==> src/rtl/fd_pkg.sv <==
// fd_pkg: shared types and default geometry for the face-detect frame scanner.
package fd_pkg;

  // Default frame geometry (pixels)
  localparam int FD_IMG_W = 160;
  localparam int FD_IMG_H = 120;
  localparam int FD_WIN   = 24;
  localparam int FD_STEP  = 4;

  // Scan controller states
  typedef enum logic [2:0] {
    S_IDLE    = 3'd0,
    S_ISSUE   = 3'd1,
    S_WAIT    = 3'd2,
    S_REPORT  = 3'd3,
    S_ADVANCE = 3'd4,
    S_DONE    = 3'd5
  } scan_state_t;

  // Increment that sticks at all-ones instead of wrapping
  function automatic logic [15:0] sat_inc16(input logic [15:0] v);
    logic [15:0] r;
    if (v == 16'hFFFF) begin
      r = v;
    end else begin
      r = v + 16'd1;
    end
    return r;
  endfunction

endpackage

==> src/rtl/scan_pos_gen.sv <==
// scan_pos_gen: raster-order window position generator.
// Steps the window corner across the frame in STEP increments and flags the
// last window. Comparisons use 9-bit sums so a corner near 255 cannot wrap.
module scan_pos_gen #(
  parameter int IMG_W = 160,
  parameter int IMG_H = 120,
  parameter int WIN   = 24,
  parameter int STEP  = 4
) (
  input  logic       clk,
  input  logic       rst_n,
  input  logic       clr,
  input  logic       adv,
  output logic [7:0] win_x,
  output logic [7:0] win_y,
  output logic       last
);

  localparam logic [8:0] STEP9 = 9'(STEP);
  localparam logic [8:0] XLIM9 = 9'(IMG_W - WIN);
  localparam logic [8:0] YLIM9 = 9'(IMG_H - WIN);

  logic [7:0] win_x_r;
  logic [7:0] win_y_r;
  logic [8:0] nx_s;
  logic [8:0] ny_s;
  logic       x_fit_s;
  logic       y_fit_s;

  // Candidate next corner and whether it still fits inside the frame
  always_comb begin
    nx_s    = {1'b0, win_x_r} + STEP9;
    ny_s    = {1'b0, win_y_r} + STEP9;
    x_fit_s = (nx_s <= XLIM9);
    y_fit_s = (ny_s <= YLIM9);
  end

  // Corner registers: cleared at scan start, stepped on each advance
  always_ff @(posedge clk or negedge rst_n) begin
    if (!rst_n) begin
      win_x_r <= 8'd0;
      win_y_r <= 8'd0;
    end else if (clr) begin
      win_x_r <= 8'd0;
      win_y_r <= 8'd0;
    end else if (adv) begin
      if (x_fit_s) begin
        win_x_r <= nx_s[7:0];
      end else begin
        win_x_r <= 8'd0;
        if (y_fit_s) begin
          win_y_r <= ny_s[7:0];
        end else begin
          win_y_r <= win_y_r;
        end
      end
    end else begin
      win_x_r <= win_x_r;
      win_y_r <= win_y_r;
    end
  end

  assign win_x = win_x_r;
  assign win_y = win_y_r;
  assign last  = ~x_fit_s & ~y_fit_s;

endmodule

==> src/rtl/frame_scan_ctrl.sv <==
// frame_scan_ctrl: sliding-window scan controller for a face classifier.
// Launches the classifier on every window of a frame, forwards hits as
// valid/ready detection records and counts them (saturating).
// Optional macro FD_SCAN_CYCLE_CNT_EN adds a 32-bit busy-cycle counter
// output scan_cycles.
module frame_scan_ctrl
  import fd_pkg::*;
#(
  parameter int IMG_W = FD_IMG_W,
  parameter int IMG_H = FD_IMG_H,
  parameter int WIN   = FD_WIN,
  parameter int STEP  = FD_STEP
) (
  input  logic        clk,
  input  logic        rst_n,
  input  logic        start,
  output logic        busy,
  output logic        done,
  output logic [7:0]  win_x,
  output logic [7:0]  win_y,
  output logic        cls_start,
  input  logic        cls_ready,
  input  logic        cls_done,
  input  logic        cls_hit,
  output logic        det_valid,
  input  logic        det_ready,
  output logic [7:0]  det_x,
  output logic [7:0]  det_y,
`ifdef FD_SCAN_CYCLE_CNT_EN
  output logic [31:0] scan_cycles,
`endif
  output logic [15:0] det_count
);

  scan_state_t state_r;
  logic        busy_r;
  logic        done_r;
  logic        det_valid_r;
  logic [7:0]  det_x_r;
  logic [7:0]  det_y_r;
  logic [15:0] det_count_r;
  logic        clr_s;
  logic        adv_s;
  logic        last_s;
  logic [7:0]  win_x_s;
  logic [7:0]  win_y_s;

  // A start is only honoured from IDLE
  assign clr_s = (state_r == S_IDLE) & start;
  assign adv_s = (state_r == S_ADVANCE);

  scan_pos_gen #(
    .IMG_W(IMG_W),
    .IMG_H(IMG_H),
    .WIN  (WIN),
    .STEP (STEP)
  ) u_pos (
    .clk  (clk),
    .rst_n(rst_n),
    .clr  (clr_s),
    .adv  (adv_s),
    .win_x(win_x_s),
    .win_y(win_y_s),
    .last (last_s)
  );

  // Scan sequencing FSM with its registered outputs
  always_ff @(posedge clk or negedge rst_n) begin
    if (!rst_n) begin
      state_r     <= S_IDLE;
      busy_r      <= 1'b0;
      done_r      <= 1'b0;
      det_valid_r <= 1'b0;
      det_x_r     <= 8'd0;
      det_y_r     <= 8'd0;
      det_count_r <= 16'd0;
    end else begin
      case (state_r)
        S_IDLE: begin
          done_r <= 1'b0;
          if (start) begin
            state_r     <= S_ISSUE;
            busy_r      <= 1'b1;
            det_count_r <= 16'd0;
          end else begin
            state_r <= S_IDLE;
            busy_r  <= 1'b0;
          end
        end
        S_ISSUE: begin
          if (cls_ready) begin
            state_r <= S_WAIT;
          end else begin
            state_r <= S_ISSUE;
          end
        end
        S_WAIT: begin
          if (cls_done) begin
            if (cls_hit) begin
              state_r     <= S_REPORT;
              det_valid_r <= 1'b1;
              det_x_r     <= win_x_s;
              det_y_r     <= win_y_s;
              det_count_r <= sat_inc16(det_count_r);
            end else begin
              state_r <= S_ADVANCE;
            end
          end else begin
            state_r <= S_WAIT;
          end
        end
        S_REPORT: begin
          if (det_ready) begin
            state_r     <= S_ADVANCE;
            det_valid_r <= 1'b0;
          end else begin
            state_r <= S_REPORT;
          end
        end
        S_ADVANCE: begin
          if (last_s) begin
            state_r <= S_DONE;
            done_r  <= 1'b1;
          end else begin
            state_r <= S_ISSUE;
          end
        end
        S_DONE: begin
          state_r <= S_IDLE;
          done_r  <= 1'b0;
          busy_r  <= 1'b0;
        end
        default: begin
          state_r     <= S_IDLE;
          busy_r      <= 1'b0;
          done_r      <= 1'b0;
          det_valid_r <= 1'b0;
        end
      endcase
    end
  end

`ifdef FD_SCAN_CYCLE_CNT_EN
  logic [31:0] scan_cycles_r;

  // Busy-cycle counter: cleared on accepted start, frozen once idle
  always_ff @(posedge clk or negedge rst_n) begin
    if (!rst_n) begin
      scan_cycles_r <= 32'd0;
    end else if (clr_s) begin
      scan_cycles_r <= 32'd0;
    end else if (busy_r) begin
      scan_cycles_r <= scan_cycles_r + 32'd1;
    end else begin
      scan_cycles_r <= scan_cycles_r;
    end
  end

  assign scan_cycles = scan_cycles_r;
`endif

  // cls_start must coincide with the cycle cls_ready is seen in ISSUE
  assign cls_start = (state_r == S_ISSUE) & cls_ready;
  assign busy      = busy_r;
  assign done      = done_r;
  assign win_x     = win_x_s;
  assign win_y     = win_y_s;
  assign det_valid = det_valid_r;
  assign det_x     = det_x_r;
  assign det_y     = det_y_r;
  assign det_count = det_count_r;

endmodule
==> config.mk <==
export PLATFORM = sky130hd
export DESIGN_NAME = frame_scan_ctrl
export DESIGN_NICKNAME = d
export VERILOG_FILES = /design/src/rtl/fd_pkg.sv /design/src/rtl/scan_pos_gen.sv /design/src/rtl/frame_scan_ctrl.sv
export SDC_FILE = /design/constraint.sdc
export NUM_CORES = 1
export LEC_CHECK = 0
export ABC_AREA = 0
export CAP_MARGIN = 20
export CORE_UTILIZATION = 40
export CTS_CLUSTER_SIZE = 25
export DETAILED_ROUTE_END_ITERATION = 10
export PLACE_DENSITY_LB_ADDON = 0.08
export SYNTH_ARGS = -nofsm -noshare
export SYNTH_HDL_FRONTEND = slang
export SYNTH_SLANG_ARGS = --single-unit
==> constraint.sdc <==
create_clock -name clk -period 2.5 [get_ports clk]
set_input_delay 0.375 -clock clk [delete_from_list [all_inputs] [get_ports clk]]
set_output_delay 0.375 -clock clk [all_outputs]
set_load 0.005 [all_outputs]
# Yosys cells after proc, flatten, opt, wreduce, memory -nomap -nowiden
# Index checks and enable logic that the tools add are counted.
# classes
add_sub_neg,3
n_mul,0
n_div,0
order_cmp,2
eq_ne,13
shift,0
mux,27
bitwise,7
n_reduce_logical,12
# op_table
op,count
$mux 16,4
$mux 8,7
$pmux 16 s2,1
$add 8x3->9 const B,2
$add 16x1->16 const B,1
$eq 16x16->1 const B,1
$pmux 3 s5,1
$mux 3,4
$ne 2x2->1 const B,6
$le 9x7->1 const B,1
$le 9x8->1 const B,1
$reduce_or 4->1,2
$eq 3x2->1 const B,2
$eq 3x3->1 const B,2
$mux 1,6
$reduce_and 3->1,2
$reduce_bool 2->1,3
$reduce_and 5->1,1
$not 1->1,4
$pmux 1 s2,2
$reduce_and 4->1,1
$and 1x1->1,3
$eq 3x1->1 const B,1
$logic_not 3->1,1
5 further kinds,5
# word_totals
reg_bits,54
latchBits,0
ramBits,0
mem_bits_ro,0
input_bits,7
wordCells,73
n_memories,0

# Logic depth before layout (Yosys ltp)
# Gate-level depths: netlist (run 1).
# depth
depth_word,6
mapped_depth,8
ltp_nobuf,7

# Hierarchy
# From an unflattened synthesis (run 1), not the netlist that was laid out.
# unflattened
cells_unflattened,304
hier_area_um2,2680.1
# modules_own_cells
module,instances,cells_per_inst,area_per_inst_um2
frame_scan_ctrl,1,210,1853.0
scan_pos_gen,1,94,827.0

# Worst setup path before layout (run 1)
# OpenSTA, ideal clock, no wires.
# synth_timing
kind,reg-to-reg
start,"reg u_pos.win_x_r[2], in the netlist u_pos.win_x[2]"
end,"reg u_pos.win_y_r[5], in the netlist u_pos.win_y[5]"
setup_time_ns,0.130
arrival_ns,1.817
slack_ns,0.553
stages_incl_launch_ff,8
path_buffers,0
cell_sequence,dfrtp_1 ha_1 nor4_2 a31oi_1 o32ai_4 a21oi_4 and4_4 mux2i_1
# synth_between
elab_chain_cells,4
# synth_rtl
item,line_no,rtl
"start, declared",scan_pos_gen.sv:23,logic [7:0] win_x_r;
"start signal, assigned",scan_pos_gen.sv:48,win_x_r <= nx_s[7:0];
"start signal, assigned",scan_pos_gen.sv:58,win_x_r <= win_x_r;
$add 8x3->9,scan_pos_gen.sv:32,"nx_s = {1'b0, win_x_r} + STEP9;"
$le 9x8->1,scan_pos_gen.sv:34,x_fit_s = (nx_s <= XLIM9);
$ne 2x2->1 (no source line),n/a,
$reduce_and 3->1 (no source line),n/a,
"end signal, assigned",scan_pos_gen.sv:52,win_y_r <= ny_s[7:0];
"end signal, assigned",scan_pos_gen.sv:54,win_y_r <= win_y_r;
"end signal, assigned",scan_pos_gen.sv:59,win_y_r <= win_y_r;
"end, declared",scan_pos_gen.sv:24,logic [7:0] win_y_r;
# Every way passes these cells.
# A chain may end at the register's enable or synchronous reset.

# Final worst setup path (run 1)
# layout_timing
start,reg state_r[1]
end,out cls_start
# layout_between
elab_chain_cells,2
# layout_rtl
item,line_no,rtl
"start, declared",frame_scan_ctrl.sv:35,scan_state_t state_r;
"start signal, assigned",frame_scan_ctrl.sv:70,state_r <= S_IDLE;
"start signal, assigned",frame_scan_ctrl.sv:82,state_r <= S_ISSUE;
"start signal, assigned",frame_scan_ctrl.sv:86,state_r <= S_IDLE;
$eq 3x1->1,frame_scan_ctrl.sv:163,assign cls_start = (state_r == S_ISSUE) & cls_ready;
$and 1x1->1,frame_scan_ctrl.sv:163,
"end, declared",frame_scan_ctrl.sv:21,"output logic cls_start,"
# Every way passes these cells.

==> key figures, run 1 <==
Pwr
  • Leakage: 0.00135 uW
  • VDD IR max: around 270 uV
  • Power per cell area: 643 mW/mm^2

Synthesis
  • Most common cell in the synthesized netlist: dfrtp_1
  • Fraction of synthesized area in multiplexers: 0.0615
  • Synth top area share: 0.456
  • Post-synth top area cell: dfrtp_1
  • Combinational family with the most area after synthesis: simple AND/OR/NAND/NOR gates
  • Ys Warns: 0
  • #FFs+latches synth: between 40 and 50
  • Synth Area in Simple Gates: 0.220
  • Distinct cell type count after synthesis: 62
  • Synth Area in Compound Gates: 0.139
  • Synth top area cells: dfrtp_1, mux2_2, nand2_1
  • Synth Cell Area: roughly 0.0025 mm^2
  • Post-synth top cells: dfrtp_1, nand2_1, nor2_1, mux2_2
  • Async S/R FF share, synth: 1.00
  • Synth Area in XOR/XNOR: 0.0417
  • EDFF count, synth: 0
  • Seq/Total Area, Yosys: 0.456
  • Mean Syn Cell Area: 10.1 um^2
  • Cells after Synth: 250
  • Post-synthesis adder-cell area fraction: 0.0198
  • Main flop type after synthesis: dfrtp_1

Floorplanning
  • Die Span Y: 81.4 um
  • Core Region: between 0.005 and 0.006 mm^2
  • I/O pin total: a little under 60
  • Initial core utilization: 0.421
  • Num rows: 28
  • Die Wd: between 80 and 90 um
  • Die Footprint: between 0.006 and 0.007 mm^2

Timing
  • Layout Skew: between 0.008 and 0.009 ns
  • Slew headroom: 0.563
  • Hold violation total from the final report: 0
  • Unrepaired setup endpoints after global routing: no
  • Final slew viol count: 0
  • Period utilization: 0.858
  • Hold slack: about 0.5 ns
  • Post-route setup TNS: 0 ns
  • Setup violators final: 0
  • Final min period: roughly 2.1 ns
  • Slew at the pin closest to its max-slew limit: 0.656 ns
  • Fmax: around 470 MHz

Setup path
  • CP Capture Type: output pin
  • CP arrival: 1.77 ns
  • Crit Path Category: register to output pin
  • Crit-path max FO: 9
  • WP data required: 2.12 ns
  • Critical Path Source Type: register

Drt
  • First-pass DRT Iterations: 4
  • Initial DRC count: between 70 and 80
  • DRC: 0
  • Vias post-DR: just under 2000
  • Post-route ant nets: 0
  • Wire length per cell: around 14 um
  • Via density: between 5 and 6
  • Total routed wirelength: between 5 and 6 mm

Clocking
  • Post-CTS Hold Fix Bufs: 1
  • CTS clk-pin slew, worst paths: 0.09 ns
  • Num CTS Buffers: 5
  • TritonCTS Sinks: between 40 and 50
  • H-tree depth: 2
  • Root Driver: clkbuf_8
  • Clk_lat worst skew: roughly 0.29 ns
  • TritonCTS clock tree: built
  • CTS resizes: 0
  • Post-CTS setup buffers: 0
  • Maximum clock path buffer count: 2

Global route
  • Largest net degree at the start of global routing: 18
  • Vias in the first global route: approximately 1800
  • Total track usage: 0.171
  • Grt ovf: 0
  • Initial antenna violation count: 0
  • First-pass GRT wire length: ~8.7 mm

Flow run
  • Max Cap Viol: 0

Run status
  • Status: finished, final reports clean

Placed design
  • Port Buffer Count: 50
  • Final RePlAce weighted congestion: a little under 0.8
  • Dpl hpwl: about 3.9 mm

Layout
  • Area grow syn2layout: 24.3%
  • Share of layout cells above drive strength 1: 0.153
  • Ant diodes: 0
  • Net count, final: around 310

Hold path
  • HP Class: primary input to async pin
## final timing paths
path                                start              to  slack, ns  cells past startpoint
max                            state_r[1]       cls_start       0.36                      4
min                                 rst_n    det_count[6]       0.51                      2
max reg2reg                u_pos.win_x[2]  u_pos.win_y[5]       0.36                      7
min reg2reg                      det_y[2]        det_y[2]       0.51                      1
max in group asynchronous           rst_n  u_pos.win_x[6]       1.43                      3
min in group clk                 det_y[2]        det_y[2]       0.51                      1
## layout make-up
cell class	count	area [um^2]
Clock buffer	7	76.3
Fill cell	591	2860
Inverter	6	22.5
Multi-Input combinational cell	186	1250
Sequential cell	46	1150
Tap cell	75	93.8
Timing Repair Buffer	56	543
## critical path, cell delays in order (launching register included)
cell and delay (ns):
dfrtp_1 0.51, inv_1 0.15, nand2_1 0.09, nor3b_1 0.20, clkdlybuf4s50_1 0.53
## metal layers
layer,vias up,part of all wire,global-route usage
met5,-,0,0
met4,0,0.0054,0.0536
met3,4,0.040,0.0289
met2,42,0.49,0.272
met1,967,0.47,0.238
li1,969,-,-
## report_power, final
group	leakage (uW)	internal [uW]	switching, uW
Combinational	0.000677	315	304
Clock	0.0000383	193	235
Sequential	0.000630	832	136
Total	0.00135	1340	676
## layout by cell type, fill, tap and decap left out, drive strengths merged, types with 4 or more instances in the layout
cell type      instances
clkdlybuf4s50         49
dfrtp                 46
nor2                  27
nand2                 26
a21oi                 13
mux2                  12
nand3                 12
o21ai                  9
conb                   8
clkbuf                 7
inv                    6
xnor2                  6
xor2                   6
buf                    6
nand4                  5
or3                    4
nand2b                 4
ha                     4
and3                   4
## per-stage QoR
step | utilization | cell area [um^2] | cells | total power [uW] | setup WS, ns
2_1_floorplan | - | 2550 | 257 | 1350 | 0.553
3_3_place_gp | 0.509 | 3050 | 368 | 1600 | 0.395
3_5_place_dp | 0.509 | 3050 | 368 | 1610 | 0.302
4_1_cts | 0.523 | 3130 | 376 | 2040 | 0.336
5_1_grt | 0.523 | 3130 | 376 | 2150 | 0.200
6_report | 0.523 | 3130 | 376 | 2020 | 0.355
## flip-flops by register name, indices dropped and copies added, names as in the netlist
name / count
busy: 1
det_valid: 1
det_count: 16
state_r: 3
done: 1
det_y: 6
u_pos.win_x: 6
det_x: 6
u_pos.win_y: 6
## cells by family (layout without fill, tap and decap cells)
logic type               count (synthesis)  in the layout
multiplexers                            14             14
AND/OR/NAND/NOR                        102            102
buffers and inverters                   25             69
XOR/XNOR                                12             12
AO/OA/AOI/OAI                           46             46
flip-flops                              46             46
adder cells (fa/ha/maj)                  4              4
other                                    1              8
Note: power is estimated with default switching activity, not from simulation.
==> run 2, diff against run 1 <==
--- a/config.mk
+++ b/config.mk
@@ -10,6 +10,7 @@
 export CORE_UTILIZATION = 40
 export CTS_CLUSTER_SIZE = 25
 export DETAILED_ROUTE_END_ITERATION = 10
+export GPL_TIMING_DRIVEN = 0
 export PLACE_DENSITY_LB_ADDON = 0.08
 export SYNTH_ARGS = -nofsm -noshare
 export SYNTH_HDL_FRONTEND = slang
==> run 2 against run 1 <==
Effect of this change: the flow now finishes with violations (hold timing); register-to-register slack hardly changed; clock power is 31% higher; sequential cell count stayed put; core utilization is 2.3 points higher; largest power group unchanged; count of clock-buffer cells in the layout is 2 lower; final area is 4.4% higher; critical path depth is 1 higher.
==> key figures, run 2 (synthesis results as in run 1) <==
Run status
  • Status: finished with violations (was finished, final reports clean)
  • Failing checks: hold timing

Layout
  • Fill count: 564 (was 591)
  • Final instance area: 0.00327 mm^2 (was 0.00313 mm^2)
  • Most frequent cells in the layout: clkdlybuf4s50_1, dfrtp_1, nor2_1, nand2_1, mux2_2 (unchanged)
  • Most common cell after layout, fill and taps aside: clkdlybuf4s50_1 (unchanged)
  • Fin util: 0.546 (was 0.523)
  • Ant diodes: 0 (unchanged)
  • Net count, final: 326 (was 312)
  • Largest register FFs: 16 (unchanged)
  • Area grow syn2layout: 29.7% (was 24.3%)
  • Share of layout cells above drive strength 1: 0.190 (was 0.153)

Pwr
  • Logic pwr share: 0.318 (was 0.307)
  • Net switching power: 704 uW (was 676 uW)
  • Switch share: 0.324 (was 0.335)
  • Leakage: 0.00142 uW (was 0.00135 uW)
  • Clock Power Share: 0.257 (was 0.212)
  • VDD IR max: 374 uV (was 275 uV)
  • Power per cell area: 665 mW/mm^2 (was 643 mW/mm^2)
  • P_int: 1470 uW (was 1340 uW)
  • Reg power frac: 0.425 (was 0.480)

Placed design
  • Final RePlAce weighted congestion: 0.778 (was 0.775)
  • Cell Area, Placed: 0.00316 mm^2 (was 0.00305 mm^2)
  • Port Buffer Count: 50 (unchanged)
  • Dpl hpwl: 3.90 mm (was 3.94 mm)

Timing
  • Hold violation total from the final report: 10 (was 0)
  • Final min period: 2.15 ns (was 2.14 ns)
  • Slew at the pin closest to its max-slew limit: 0.690 ns (was 0.656 ns)
  • Setup violators final: 0 (unchanged)
  • Hold slack: -0.00643 ns (was 0.511 ns)
  • Unrepaired setup endpoints after global routing: no (unchanged)
  • Final slew viol count: 0 (unchanged)
  • Layout Skew: 0.0109 ns (was 0.00859 ns)
  • Fmax: 465 MHz (was 466 MHz)
  • Slew headroom: 0.538 (was 0.563)
  • Period utilization: 0.861 (was 0.858)

Global route
  • Initial antenna violation count: 0 (unchanged)
  • Total track usage: 0.180 (was 0.171)
  • First-pass GRT wire length: 9.12 mm (was 8.74 mm)
  • Largest net degree at the start of global routing: 32 (was 18)
  • Grt ovf: 0 (unchanged)
  • Vias in the first global route: 1893 (was 1826)

Clocking
  • TritonCTS Sinks: 46 (unchanged)
  • Post-CTS Hold Fix Bufs: 0 (was 1)
  • Num CTS Buffers: 5 (unchanged)
  • TritonCTS clock tree: built (unchanged)
  • Clk_lat worst skew: 0.30 ns (was 0.29 ns)
  • H-tree depth: 2 (unchanged)
  • Post-CTS setup buffers: 0 (unchanged)
  • CTS resizes: 0 (unchanged)
  • Maximum clock path buffer count: 2 (unchanged)
  • Root Driver: clkbuf_8 (unchanged)
  • CTS clk-pin slew, worst paths: 0.09 ns (about the same)

Hold path
  • HP Class: primary input to async pin (unchanged)

Flow run
  • Max Cap Viol: 0 (unchanged)

Floorplanning
  • Die Footprint: 0.00663 mm^2 (unchanged)
  • Core Region: 0.00599 mm^2 (unchanged)
  • Num rows: 28 (unchanged)
  • Die Span Y: 81.4 um (unchanged)
  • Initial core utilization: 0.421 (unchanged)
  • Die Wd: 81.4 um (unchanged)
  • I/O pin total: 59 (unchanged)

Drt
  • Wire length per cell: 13.4 um (was 14.3 um)
  • M1 WL: 2.57 mm (was 2.52 mm)
  • Total routed wirelength: 5.23 mm (was 5.38 mm)
  • Post-route ant nets: 0 (unchanged)
  • Initial DRC count: 68 (was 74)
  • Routed wl met3: 213 um (was 217 um)
  • Via density: 5.10 (was 5.27)
  • Vias post-DR: 1994 (was 1982)
  • Met2 wire len: 2.41 mm (was 2.62 mm)
  • DRC: 0 (unchanged)
  • First-pass DRT Iterations: 4 (unchanged)
  • DR top layer: met4 (unchanged)

Setup path
  • Critical Path Source Type: register (unchanged)
  • Worst R2R Start: u_pos.win_x[2] (unchanged)
  • Crit Path Category: register to output pin (unchanged)
  • CP arrival: 1.78 ns (was 1.77 ns)
  • R2r worst-path depth: 7 (unchanged)
  • Crit-path max FO: 9 (unchanged)
  • WP data required: 2.12 ns (about the same)
  • R2R Path End: u_pos.win_x[7] (was u_pos.win_y[5])
  • Reg2reg setup slack: 0.37 ns (was 0.36 ns)
  • CP Capture Type: output pin (unchanged)
run 2: worst max-delay path: stages, from the launching register on:
cell             delay [ns]
dfrtp_1                0.37
buf_4                  0.16
inv_1                  0.09
nand2_1                0.09
nor3b_1                0.23
clkdlybuf4s50_1        0.54
run 2: power by group through the flow:
stage / registers, uW / clock network, uW / logic (uW)
global route: 942 / 609 / 777
detailed placement: 938 / 0 / 703
CTS: 925 / 577 / 704
finish: 924 / 559 / 692
floorplan: 928 / 0 / 422
global placement: 939 / 0 / 689
run 2: layout make-up:
| cell class | count | area, um^2 | area share |
|---|---|---|---|
| multi-input combinational | 186 | 1250 | 0.381 |
| sequential | 46 | 1150 | 0.352 |
| timing repair buffer | 51 | 515 | 0.158 |
| buffer | 19 | 128 | 0.0390 |
| tap | 75 | 93.8 | 0.0287 |
| clock buffer | 5 | 68.8 | 0.0210 |
| clock inverter | 3 | 45.0 | 0.0138 |
| inverter | 6 | 22.5 | 0.00688 |
run 2: worst max-delay path by stage:
stage / start / to / slack (ns) / cells past startpoint
CTS: state_r[1] / cls_start / 0.33 / 5
global route: u_pos.win_x[2] / u_pos.win_x[7] / 0.17 / 7
detailed placement: start / det_count[15] / 0.21 / 5
finish: state_r[1] / cls_start / 0.35 / 5
floorplan: u_pos.win_x[2] / u_pos.win_y[5] / 0.55 / 7
global placement: rst_n / det_x[3] / -0.34 / 1
run 2: layer usage:
| layer | vias up | GRT usage |
|---|---|---|
| met5 | - | 0 |
| met2 | 40 | 0.283 |
| met1 | 952 | 0.254 |
| met3 | 4 | 0.0356 |
| li1 | 998 | - |
| met4 | 0 | 0.0429 |
run 2: stage by stage:
stage,instances,power (uW),setup TNS (ns),worst slack (ns)
after floorplan,257,1350,0,0.553
after global placement,382,1630,-15.65,-0.343
after detailed placement,383,1640,0,0.210
after CTS,391,2210,0,0.333
after global routing,391,2330,0,0.175
final,391,2180,0,0.347
